`config.mk`:
```
export PLATFORM = sky130hd
export DESIGN_NAME = mem_wb_pipe
export DESIGN_NICKNAME = d
export VERILOG_FILES = /design/src/rtl/cpu_pkg.sv /design/src/rtl/pipe_reg.sv /design/src/rtl/mem_wb_pipe.sv
export SDC_FILE = /design/constraint.sdc
export NUM_CORES = 1
export LEC_CHECK = 0
export CAP_MARGIN = 20
export CORE_AREA = 2 2 188 190
export DETAILED_ROUTE_END_ITERATION = 16
export DIE_AREA = 0 0 190 192
export PLACE_DENSITY = 0.63
export SLEW_MARGIN = 20
export SYNTH_ARGS = -nofsm -noshare
export SYNTH_HDL_FRONTEND = slang
export SYNTH_SLANG_ARGS = --single-unit
```
`constraint.sdc`:
```
create_clock -name clk -period 8.7 [get_ports clk]
set_clock_uncertainty 0.05 [all_clocks]
set_input_delay 1.74 -clock clk [delete_from_list [all_inputs] [get_ports clk]]
set_output_delay 1.74 -clock clk [all_outputs]
set_load 0.02 [all_outputs]
```
`src/rtl/cpu_pkg.sv`:
```
`default_nettype none
// ============================================================================
// Module   : cpu_pkg
// Brief    : Shared widths, memory-FSM states and pipeline-register layouts
//            for the EX/MEM -> MEM/WB writeback path.
// Revision : 1.0
// ============================================================================
package cpu_pkg;

    localparam int unsigned DATA_W = 64;
    localparam int unsigned REG_W  = 5;
    localparam logic [REG_W-1:0] ZERO_REG = 5'd31;

    typedef enum logic [1:0] {
        IDLE  = 2'd0,
        WAIT  = 2'd1,
        ABORT = 2'd2
    } mem_state_t;

    typedef struct packed {
        logic              valid;
        logic              RegWrite;
        logic              MemRead;
        logic              MemWrite;
        logic              MemToReg;
        logic [REG_W-1:0]  Rw;
        logic [DATA_W-1:0] Result;
        logic [DATA_W-1:0] StoreData;
    } exmem_t;

    typedef struct packed {
        logic              valid;
        logic              RegWrite;
        logic [REG_W-1:0]  Rw;
        logic [DATA_W-1:0] Data;
    } memwb_t;

endpackage
`default_nettype wire

```
`src/rtl/pipe_reg.sv`:
```
`default_nettype none
// ============================================================================
// Module   : pipe_reg
// Brief    : Pipeline register with async reset, hold (en=0) and bubble clear.
// Revision : 1.0
// ============================================================================
module pipe_reg #(
    parameter int unsigned WIDTH = 8
) (
    input  logic             clk,
    input  logic             rst,
    input  logic             i_en,
    input  logic             i_clr,
    input  logic [WIDTH-1:0] i_d,
    output logic [WIDTH-1:0] o_q
);

    logic [WIDTH-1:0] data_d;
    logic [WIDTH-1:0] data_q;

    // Clear wins over load so a bubble never carries stale data fields.
    always_comb begin
        data_d = data_q;
        if (i_en) begin
            data_d = i_clr ? '0 : i_d;
        end
    end

    always_ff @(posedge clk or posedge rst) begin
        if (rst) begin
            data_q <= '0;
        end else begin
            data_q <= data_d;
        end
    end

    assign o_q = data_q;

endmodule
`default_nettype wire

```
`src/rtl/mem_wb_pipe.sv`:
```
`default_nettype none
// ============================================================================
// Module   : mem_wb_pipe
// Brief    : EX/MEM and MEM/WB registers, data-memory handshake with timeout,
//            bypass sources and load-use / memory-wait stall generation.
// Revision : 1.0
// ============================================================================
module mem_wb_pipe
    import cpu_pkg::*;
#(
    parameter int unsigned TIMEOUT = 15
) (
    input  logic              clk,
    input  logic              reset,
    input  logic              ex_valid,
    input  logic              ex_RegWrite,
    input  logic              ex_MemRead,
    input  logic              ex_MemWrite,
    input  logic              ex_MemToReg,
    input  logic [REG_W-1:0]  ex_Rw,
    input  logic [DATA_W-1:0] ex_ALUResult,
    input  logic [DATA_W-1:0] ex_StoreData,
    input  logic              flush,
    input  logic [REG_W-1:0]  id_Ra,
    input  logic [REG_W-1:0]  id_Rb,
    input  logic [DATA_W-1:0] mem_rdata,
    input  logic              mem_ready,
    output logic [DATA_W-1:0] mem_addr,
    output logic [DATA_W-1:0] mem_wdata,
    output logic              mem_read,
    output logic              mem_write,
    output logic              EX_MEM_RegWrite,
    output logic [REG_W-1:0]  EX_MEM_Rw,
    output logic [DATA_W-1:0] EX_MEM_Result,
    output logic              MEM_WB_RegWrite,
    output logic [REG_W-1:0]  MEM_WB_Rw,
    output logic [DATA_W-1:0] MEM_WB_Data,
    output logic              lu_stall,
    output logic              mem_stall,
    output logic              mem_err
);

    localparam int unsigned CNT_W = $clog2(TIMEOUT + 1);
    localparam logic [CNT_W-1:0] c_cnt_last = CNT_W'(TIMEOUT - 1);

    exmem_t           exmem_d, exmem_q;
    memwb_t           memwb_d, memwb_q;
    mem_state_t       state_d, state_q;
    logic [CNT_W-1:0] cnt_d, cnt_q;
    logic             err_d, err_q;
    logic             w_mem_op;
    logic             w_abort;

    always_comb begin
        exmem_d           = '0;
        exmem_d.valid     = ex_valid;
        exmem_d.RegWrite  = ex_RegWrite;
        exmem_d.MemRead   = ex_MemRead;
        exmem_d.MemWrite  = ex_MemWrite;
        exmem_d.MemToReg  = ex_MemToReg;
        exmem_d.Rw        = ex_Rw;
        exmem_d.Result    = ex_ALUResult;
        exmem_d.StoreData = ex_StoreData;

        memwb_d          = '0;
        memwb_d.valid    = exmem_q.valid;
        memwb_d.RegWrite = exmem_q.RegWrite;
        memwb_d.Rw       = exmem_q.Rw;
        memwb_d.Data     = exmem_q.MemToReg ? mem_rdata : exmem_q.Result;
    end

    assign w_mem_op  = exmem_q.valid & (exmem_q.MemRead | exmem_q.MemWrite);
    assign w_abort   = (state_q == ABORT);
    assign mem_stall = w_mem_op & ~mem_ready & ~w_abort;

    // Flush only takes effect once the stage is free to advance.
    pipe_reg #(.WIDTH($bits(exmem_t))) u_exmem (
        .clk   (clk),
        .rst   (reset),
        .i_en  (~mem_stall),
        .i_clr (flush | ~ex_valid),
        .i_d   (exmem_d),
        .o_q   (exmem_q)
    );

    pipe_reg #(.WIDTH($bits(memwb_t))) u_memwb (
        .clk   (clk),
        .rst   (reset),
        .i_en  (1'b1),
        .i_clr (mem_stall | w_abort),
        .i_d   (memwb_d),
        .o_q   (memwb_q)
    );

    always_comb begin
        state_d = state_q;
        cnt_d   = cnt_q;
        err_d   = err_q;
        case (state_q)
            IDLE: begin
                if (w_mem_op && !mem_ready) begin
                    state_d = WAIT;
                    cnt_d   = CNT_W'(1);
                end
            end
            WAIT: begin
                if (mem_ready) begin
                    state_d = IDLE;
                    cnt_d   = '0;
                end else if (cnt_q == c_cnt_last) begin
                    // This cycle is the TIMEOUT-th stalled cycle; give up.
                    state_d = ABORT;
                    cnt_d   = '0;
                end else begin
                    cnt_d = cnt_q + CNT_W'(1);
                end
            end
            ABORT: begin
                err_d   = 1'b1;
                state_d = IDLE;
            end
            default: begin
                state_d = IDLE;
                cnt_d   = '0;
            end
        endcase
    end

    always_ff @(posedge clk or posedge reset) begin
        if (reset) begin
            state_q <= IDLE;
            cnt_q   <= '0;
            err_q   <= 1'b0;
        end else begin
            state_q <= state_d;
            cnt_q   <= cnt_d;
            err_q   <= err_d;
        end
    end

    assign mem_addr        = exmem_q.Result;
    assign mem_wdata       = exmem_q.StoreData;
    assign mem_read        = exmem_q.valid & exmem_q.MemRead & ~w_abort;
    assign mem_write       = exmem_q.valid & exmem_q.MemWrite & ~w_abort;
    assign EX_MEM_RegWrite = exmem_q.valid & exmem_q.RegWrite & (exmem_q.Rw != ZERO_REG);
    assign EX_MEM_Rw       = exmem_q.Rw;
    assign EX_MEM_Result   = exmem_q.Result;
    assign MEM_WB_RegWrite = memwb_q.valid & memwb_q.RegWrite & (memwb_q.Rw != ZERO_REG);
    assign MEM_WB_Rw       = memwb_q.Rw;
    assign MEM_WB_Data     = memwb_q.Data;
    assign mem_err         = err_q;

    assign lu_stall = ex_valid & ex_MemRead & ex_RegWrite & (ex_Rw != ZERO_REG) &
                      ((ex_Rw == id_Ra) | (ex_Rw == id_Rb));

endmodule
`default_nettype wire

```
==> results of run 1 <==
## where the power goes
part           switching (W)  internal [W]
registers          0.0000401       0.00106
clock network       0.000421      0.000653
logic               0.000201      0.000223
total               0.000662       0.00193
## cells in the mapped netlist, types with 2 or more instances
cell	count
dfrtp_1	216
ha_1	2
nand2_1	280
nand3_1	6
clkbuf_2	8
and3_1	11
mux2i_1	64
buf_6	16
nor2_1	66
xor2_1	7
nor3_1	2
inv_1	4
a31oi_1	2
o21ai_0	81
buf_2	10
clkbuf_1	21
nand2b_1	2
buf_1	4
buf_4	266
or2_2	2
o21ai_1	58
xnor2_1	4
## metal layers
| metal | up-vias | global-route usage (%) | part of all wire, % |
|---|---|---|---|
| met3 | 41 | 5.21 | 8.9 |
| met4 | 0 | 5.40 | 3.1 |
| met2 | 318 | 29.4 | 50 |
| met5 | - | 0 | 0 |
| li1 | 3794 | - | - |
| met1 | 3665 | 18.6 | 38 |
## cells by family (layout without fill, tap and decap cells)
family                     count (synthesis)  in the layout
AOI/OAI and AO/OA                        148            148
DFF                                      216            216
other                                      0              3
xor gates and xnor gates                  11             11
muxes                                     64             64
and+or+nand+nor                          375            375
buffers and inverters                    330            545
adders and majority gates                  2              2
## layout make-up
class	instances	area share, %
Clock inverter	5	0.532
Tap cell	455	3.84
Antenna cell	3	0.0507
Multi-Input combinational cell	600	20.4
Timing Repair Buffer	497	33.4
Clock buffer	39	5.12
Inverter	4	0.152
Sequential cell	216	36.5
## how the worst max path moves through the flow
stage | slack (ns) | startpoint | end
2_1_floorplan | 1.00 | reset | cnt_q[0]$_DFFE_PP0P_
3_3_place_gp | 3.41 | ex_Rw[2] | lu_stall
3_5_place_dp | 3.39 | ex_Rw[1] | lu_stall
4_1_cts | 3.38 | ex_Rw[1] | lu_stall
5_1_grt | 3.28 | ex_Rw[1] | lu_stall
6_report | 3.36 | ex_Rw[1] | lu_stall
## cell usage in the layout (no fill, tap or decap), types with 4 or more instances in the layout
cell type        instances
o21ai_0                 81
o21ai_1                 58
clkbuf_8                 8
clkbuf_1                 6
dfrtp_1                215
clkbuf_16               25
and3_1                  11
buf_4                    9
xor2_1                   7
nand2_1                280
nand3_1                  6
nor2_1                  66
xnor2_1                  4
mux2i_1                 64
clkdlybuf4s50_1        488
## flip-flops by register name, summed over array words and instances (netlist names)
register / flops
cnt_q: 4
mem_err: 1
state_q: 2
u_exmem.o_q: 138
u_memwb.o_q: 71
## worst max-delay path, delay by kind of cell
kind | cells | cell delay, ns
AND/OR/NAND/NOR | 2 | 0.34
XOR/XNOR | 1 | 0.20
AO/OA/AOI/OAI | 1 | 0.15
buffers and inverters | 2 | 1.12
## per-stage QoR
step / instances / utilization [%] / hold slack [ns] / cell area [µm²] / setup WS (ns)
floorplan: 1146 / - / 0.400 / 10800 / 1.00
global placement: 1772 / 40.7 / 0.403 / 14000 / 3.41
detailed placement: 1772 / 40.7 / 0.403 / 14000 / 3.39
CTS: 1816 / 43.2 / 0.422 / 14800 / 3.38
global route: 1817 / 43.2 / 0.448 / 14800 / 3.28
finish: 1819 / 43.2 / 0.425 / 14800 / 3.36
==> impl_metrics.py, run 1 <==
metrics = {
    "status": {
        "outcome": "finished clean",
    },
    "setup_path": {
        "critPathArrivalTime_ns": 3.55,
        "crit_path_start_kind": "primary input",
        "critPathSlowestCell": "clkdlybuf4s50_1",
        "timing.rr.start": "state_q[0]$_DFFE_PP0P_",
        "path_max_fanout": 4,
        "rr_worst_depth": 5,
        "path_cells": "clkdlybuf4s50_1 -> xor2_1 -> nor3_1 -> nand3_1 -> a21oi_1 -> clkdlybuf4s50_1",
        "cp.required_ns": 6.91,
        "reg2reg_slack_ns": 5.76,
        "r2r-end": "u_exmem.o_q[52]$_DFFE_PP0N_",
        "crit_path_frequent_cell": "clkdlybuf4s50_1",
        "path_class": "primary input to output port",
        "end_kind": "output port",
        "crit_path_max_incr_delay_ns": 0.62,
    },
    "synth": {
        "synth.top_cell.area_share_pct": 50.0,
        "yosys_most_used_dff": "dfrtp_1",
        "synth_top_family_by_area": "buffers and inverters",
        "avgSynthCellArea_um2": 9.43,
        "syn_area_um2": 10800,
        "yosysTopAreaCell": "dfrtp_1",
        "synth-simple-area-share_pct": 13.7,
        "synth_cell_types": 36,
        "async_flop_share_pct": 100,
        "syn_inst": 1146,
        "synth_edf_count": 0,
        "syn_nets": 1364,
        "synth_compound_area_share_pct": 7.06,
        "synth.area.mux_share_pct": 5.93,
        "ys_top_cells_by_area": "dfrtp_1 (50%), buf_4 (18%), nand2_1 (9.7%)",
        "ys_ff_latch": 216,
        "synth_xor_area_share_pct": 0.892,
        "synthAdderAreaFrac_pct": 0.232,
        "ys.warnings.count": 0,
        "yosysSeqAreaShare_pct": 50.0,
    },
    "clocking": {
        "hold_buffers": 0,
        "htree_num_levels": 1,
        "postCtsResizedCells": 0,
        "cts.sinks": 216,
        "clockRootBuffer": "clkbuf_16",
        "cts_made_buffers": 25,
        "cts_max_path_buffers": 3,
        "path_clk_slew_ns": 0.06,
        "insertion_delay_ns": 0.53,
        "post-cts-setup-buffers": 0,
        "cts_tree": "done",
    },
    "power": {
        "p_leak_nw": 6.18,
        "peakVddDrop_uv": 129,
        "total_power_w": 0.00260,
        "pwr_density_cell_nw_per_um2": 175,
    },
    "layout": {
        "area_delta_synth_final_pct": 37.1,
        "fin_nets": 1562,
        "drive_gt1_share_pct": 4.04,
        "multiInputGateArea_um2": 3020,
        "nFillCells": 3349,
        "register_area_um2": 5410,
    },
    "global_routing": {
        "grt_use_total_pct": 16.5,
        "grt_pass1_wl_mm": 46.6,
        "grt-ovfl-total": 0,
        "grt_max_degree": 117,
        "first_global_vias": 8053,
        "antenna_found_initial": 3,
    },
    "placed_design": {
        "io_buffers": 488,
        "gp_congestion": 0.820,
        "dpl.hpwl_mm": 22.3,
    },
    "flow_run": {
        "drv_cap": 0,
    },
    "timing": {
        "rsz0062_at_grt": "false",
        "finalHoldViolations": 0,
        "min_period_over_period_pct": 61.3,
        "tightest_slew_ns": 0.997,
        "setup_viol": 0,
        "finalSetupTns_ns": 0,
        "drv_slew": 0,
        "min_period_ns": 5.34,
        "fmax_mhz": 187,
        "slew_headroom_pct": 33.6,
    },
    "route": {
        "drc_errors": 0,
        "postRouteAntennaNets": 0,
        "routed_wl_mm": 30.9,
        "drt-initial-drc-count": 225,
        "drt_first_pass_iters": 4,
        "num_vias": 7818,
        "wire_per_inst_um": 17.0,
        "viasPerCell": 4.30,
    },
    "floorplanning": {
        "die_w_um": 190,
        "initial_core_util_pct": 31.5,
        "core_area_um2": 34300,
        "pin_count": 489,
        "die_area_um2": 36500,
        "die_h_um": 192,
        "num_rows": 68,
    },
    "worst_hold_path": {
        "hold_path_class": "register to register",
        "min_from": "mem_err$_DFFE_PP0N_",
        "hold_path_end": "mem_err$_DFFE_PP0N_",
        "hold_path_depth": 1,
    },
}
(Power assumes the default switching activity.)
==> inputs of run 2 (changes only) <==
Settings changed: PLACE_DENSITY 0.63 to 0.66.
Clock period 8.7 ns to 4.6 ns, I/O delays scaled along.
==> run 2 against run 1 <==
Compared with the run above: sequential power increased by 89%; sequential cell count unchanged; final cell count stayed put; routed wire length down 0.42%; hold slack got worse by 0.011 ns; register-to-register slack got worse by 3.8 ns; via count hardly changed; critical path type unchanged; worst setup slack worse by 2.4 ns; largest power group unchanged.
==> impl_metrics.py, run 2 (synthesized netlist as in run 1, its figures left out) <==
metrics = {
    "clocking": {
        "postCtsResizedCells": 0,
        "cts_tree": "done",
        "cts_made_buffers": 25,
        "clockRootBuffer": "clkbuf_16",
        "cts_max_path_buffers": 3,
        "cts.sinks": 216,
        "hold_buffers": 0,
        "post-cts-setup-buffers": 0,
        "htree_num_levels": 1,
        "insertion_delay_ns": 0.52,
        "path_clk_slew_ns": 0.06,
    },
    "setup_path": {
        "critPathSlowestCell": "clkdlybuf4s50_1",
        "end_kind": "output port",
        "rr_worst_depth": 5,
        "crit_path_start_kind": "primary input",
        "r2r-end": "u_exmem.o_q[50]$_DFFE_PP0N_",
        "path_cells": "clkdlybuf4s50_1 -> xor2_1 -> nor3_1 -> nand3_1 -> a21oi_1 -> clkdlybuf4s50_1",
        "reg2reg_slack_ns": 1.93,
        "critPathArrivalTime_ns": 2.68,
        "timing.rr.start": "state_q[0]$_DFFE_PP0P_",
        "cp.buffers_inverters": 2,
        "path_class": "primary input to output port",
        "path_max_fanout": 4,
        "path_delay_family": "buffers and inverters",
        "crit_path_frequent_cell": "clkdlybuf4s50_1",
        "crit_path_max_incr_delay_ns": 0.62,
        "cp.required_ns": 3.63,
    },
    "global_routing": {
        "grt-ovfl-total": 0,
        "antenna_found_initial": 0,
        "use_met1_pct": 18.7,
        "grt_use_total_pct": 16.3,
        "top_usage_layer": "met2",
        "use_met2_pct": 29.7,
        "grt_pass1_wl_mm": 46.5,
        "first_global_vias": 8048,
        "met3_usage_pct": 5.02,
        "grt_max_degree": 184,
    },
    "power": {
        "p_leak_nw": 6.21,
        "peakVddDrop_uv": 210,
        "pwr_density_cell_nw_per_um2": 330,
    },
    "timing": {
        "timing.final.ws_setup_ns": 0.948,
        "min_period_ns": 3.65,
        "rsz0062_at_grt": "false",
        "min_period_over_period_pct": 79.4,
        "slew_headroom_pct": 33.4,
        "tightest_slew_ns": 0.999,
        "finalHoldViolations": 0,
        "setup_viol": 0,
        "fmax_mhz": 274,
        "finalSetupTns_ns": 0,
        "drv_slew": 0,
    },
    "placed_design": {
        "dpl.hpwl_mm": 22.4,
        "dp.cells": 1775,
        "io_buffers": 488,
        "dp_slack_ns": 0.891,
        "gp_congestion": 0.815,
    },
    "status": {
        "outcome": "finished clean",
    },
    "route": {
        "wire_per_inst_um": 16.9,
        "drt-initial-drc-count": 275,
        "num_vias": 7822,
        "drt_first_pass_iters": 4,
        "routed_wl_mm": 30.8,
        "drc_errors": 0,
        "viasPerCell": 4.30,
        "postRouteAntennaNets": 0,
    },
    "layout": {
        "drive_gt1_share_pct": 4.33,
        "most-common-layout-cells": "clkdlybuf4s50_1 (488), nand2_1 (280), dfrtp_1 (215)",
        "largest_register_ffs": 138,
        "area_delta_synth_final_pct": 37.9,
        "layout_commonest_cell": "clkdlybuf4s50_1",
        "antenna_cells": 0,
        "stdcell_count": 1819,
        "multiInputGateArea_um2": 3020,
        "register_area_um2": 5410,
        "nFillCells": 3286,
        "fin_nets": 1565,
    },
    "floorplanning": {
        "initial_core_util_pct": 31.5,
        "die_w_um": 190,
        "die_area_um2": 36500,
        "num_rows": 68,
        "pin_count": 489,
        "core_area_um2": 34300,
        "die_h_um": 192,
    },
    "flow_run": {
        "drv_cap": 0,
    },
    "worst_hold_path": {
        "hold_path_class": "register to register",
        "min_from": "mem_err$_DFFE_PP0N_",
        "hold_path_depth": 1,
        "hold_path_end": "mem_err$_DFFE_PP0N_",
    },
}
-- run 2: changes by cell type in the layout (fill, tap and decap cells not counted), moves of 2 or more --
cell,before,now
clkinvlp_4,0,2
diode_2,3,0
buf_4,9,5
clkbuf_8,8,4
buf_12,0,7
clkinv_2,2,6
-- run 2: layout make-up --
class | instances | area share, %
Inverter | 4 | 0.126
Multi-Input combinational cell | 600 | 20.2
Tap cell | 455 | 3.82
Sequential cell | 216 | 36.3
Clock inverter | 10 | 0.856
Timing Repair Buffer | 500 | 34.0
Clock buffer | 34 | 4.69
-- run 2: metrics by stage --
stage | power, W | instance area [µm²] | utilization (%) | hold slack [ns]
after floorplan | 0.00259 | 10800 | - | 0.400
after global placement | 0.00293 | 14100 | 41.1 | 0.402
after detailed placement | 0.00294 | 14100 | 41.1 | 0.407
after CTS | 0.00499 | 14900 | 43.5 | 0.420
after global routing | 0.00512 | 14900 | 43.5 | 0.448
final | 0.00491 | 14900 | 43.5 | 0.414
-- run 2: per-layer routing --
| layer | share of wire [%] | wire length, µm |
|---|---|---|
| met5 | 0 | 0 |
| met1 | 38 | 11700 |
| met3 | 9.1 | 2790 |
| met2 | 51 | 15800 |
| met4 | 1.5 | 456 |
-- run 2: how the worst max path moves through the flow --
| stage | startpoint | depth (start not counted) | endpoint |
|---|---|---|---|
| detailed placement | mem_ready | 4 | mem_stall |
| floorplan | reset | 1 | cnt_q[0]$_DFFE_PP0P_ |
| CTS | mem_ready | 4 | mem_stall |
| global placement | mem_ready | 4 | mem_stall |
| global route | ex_Rw[2] | 6 | lu_stall |
| finish | ex_Rw[1] | 6 | lu_stall |
-- run 2: report_power, final --
group | leakage (nW) | switching (W) | internal, W
Clock | 0.409 | 0.000795 | 0.00123
Sequential | 2.89 | 0.0000811 | 0.00200
Combinational | 2.91 | 0.000378 | 0.000431
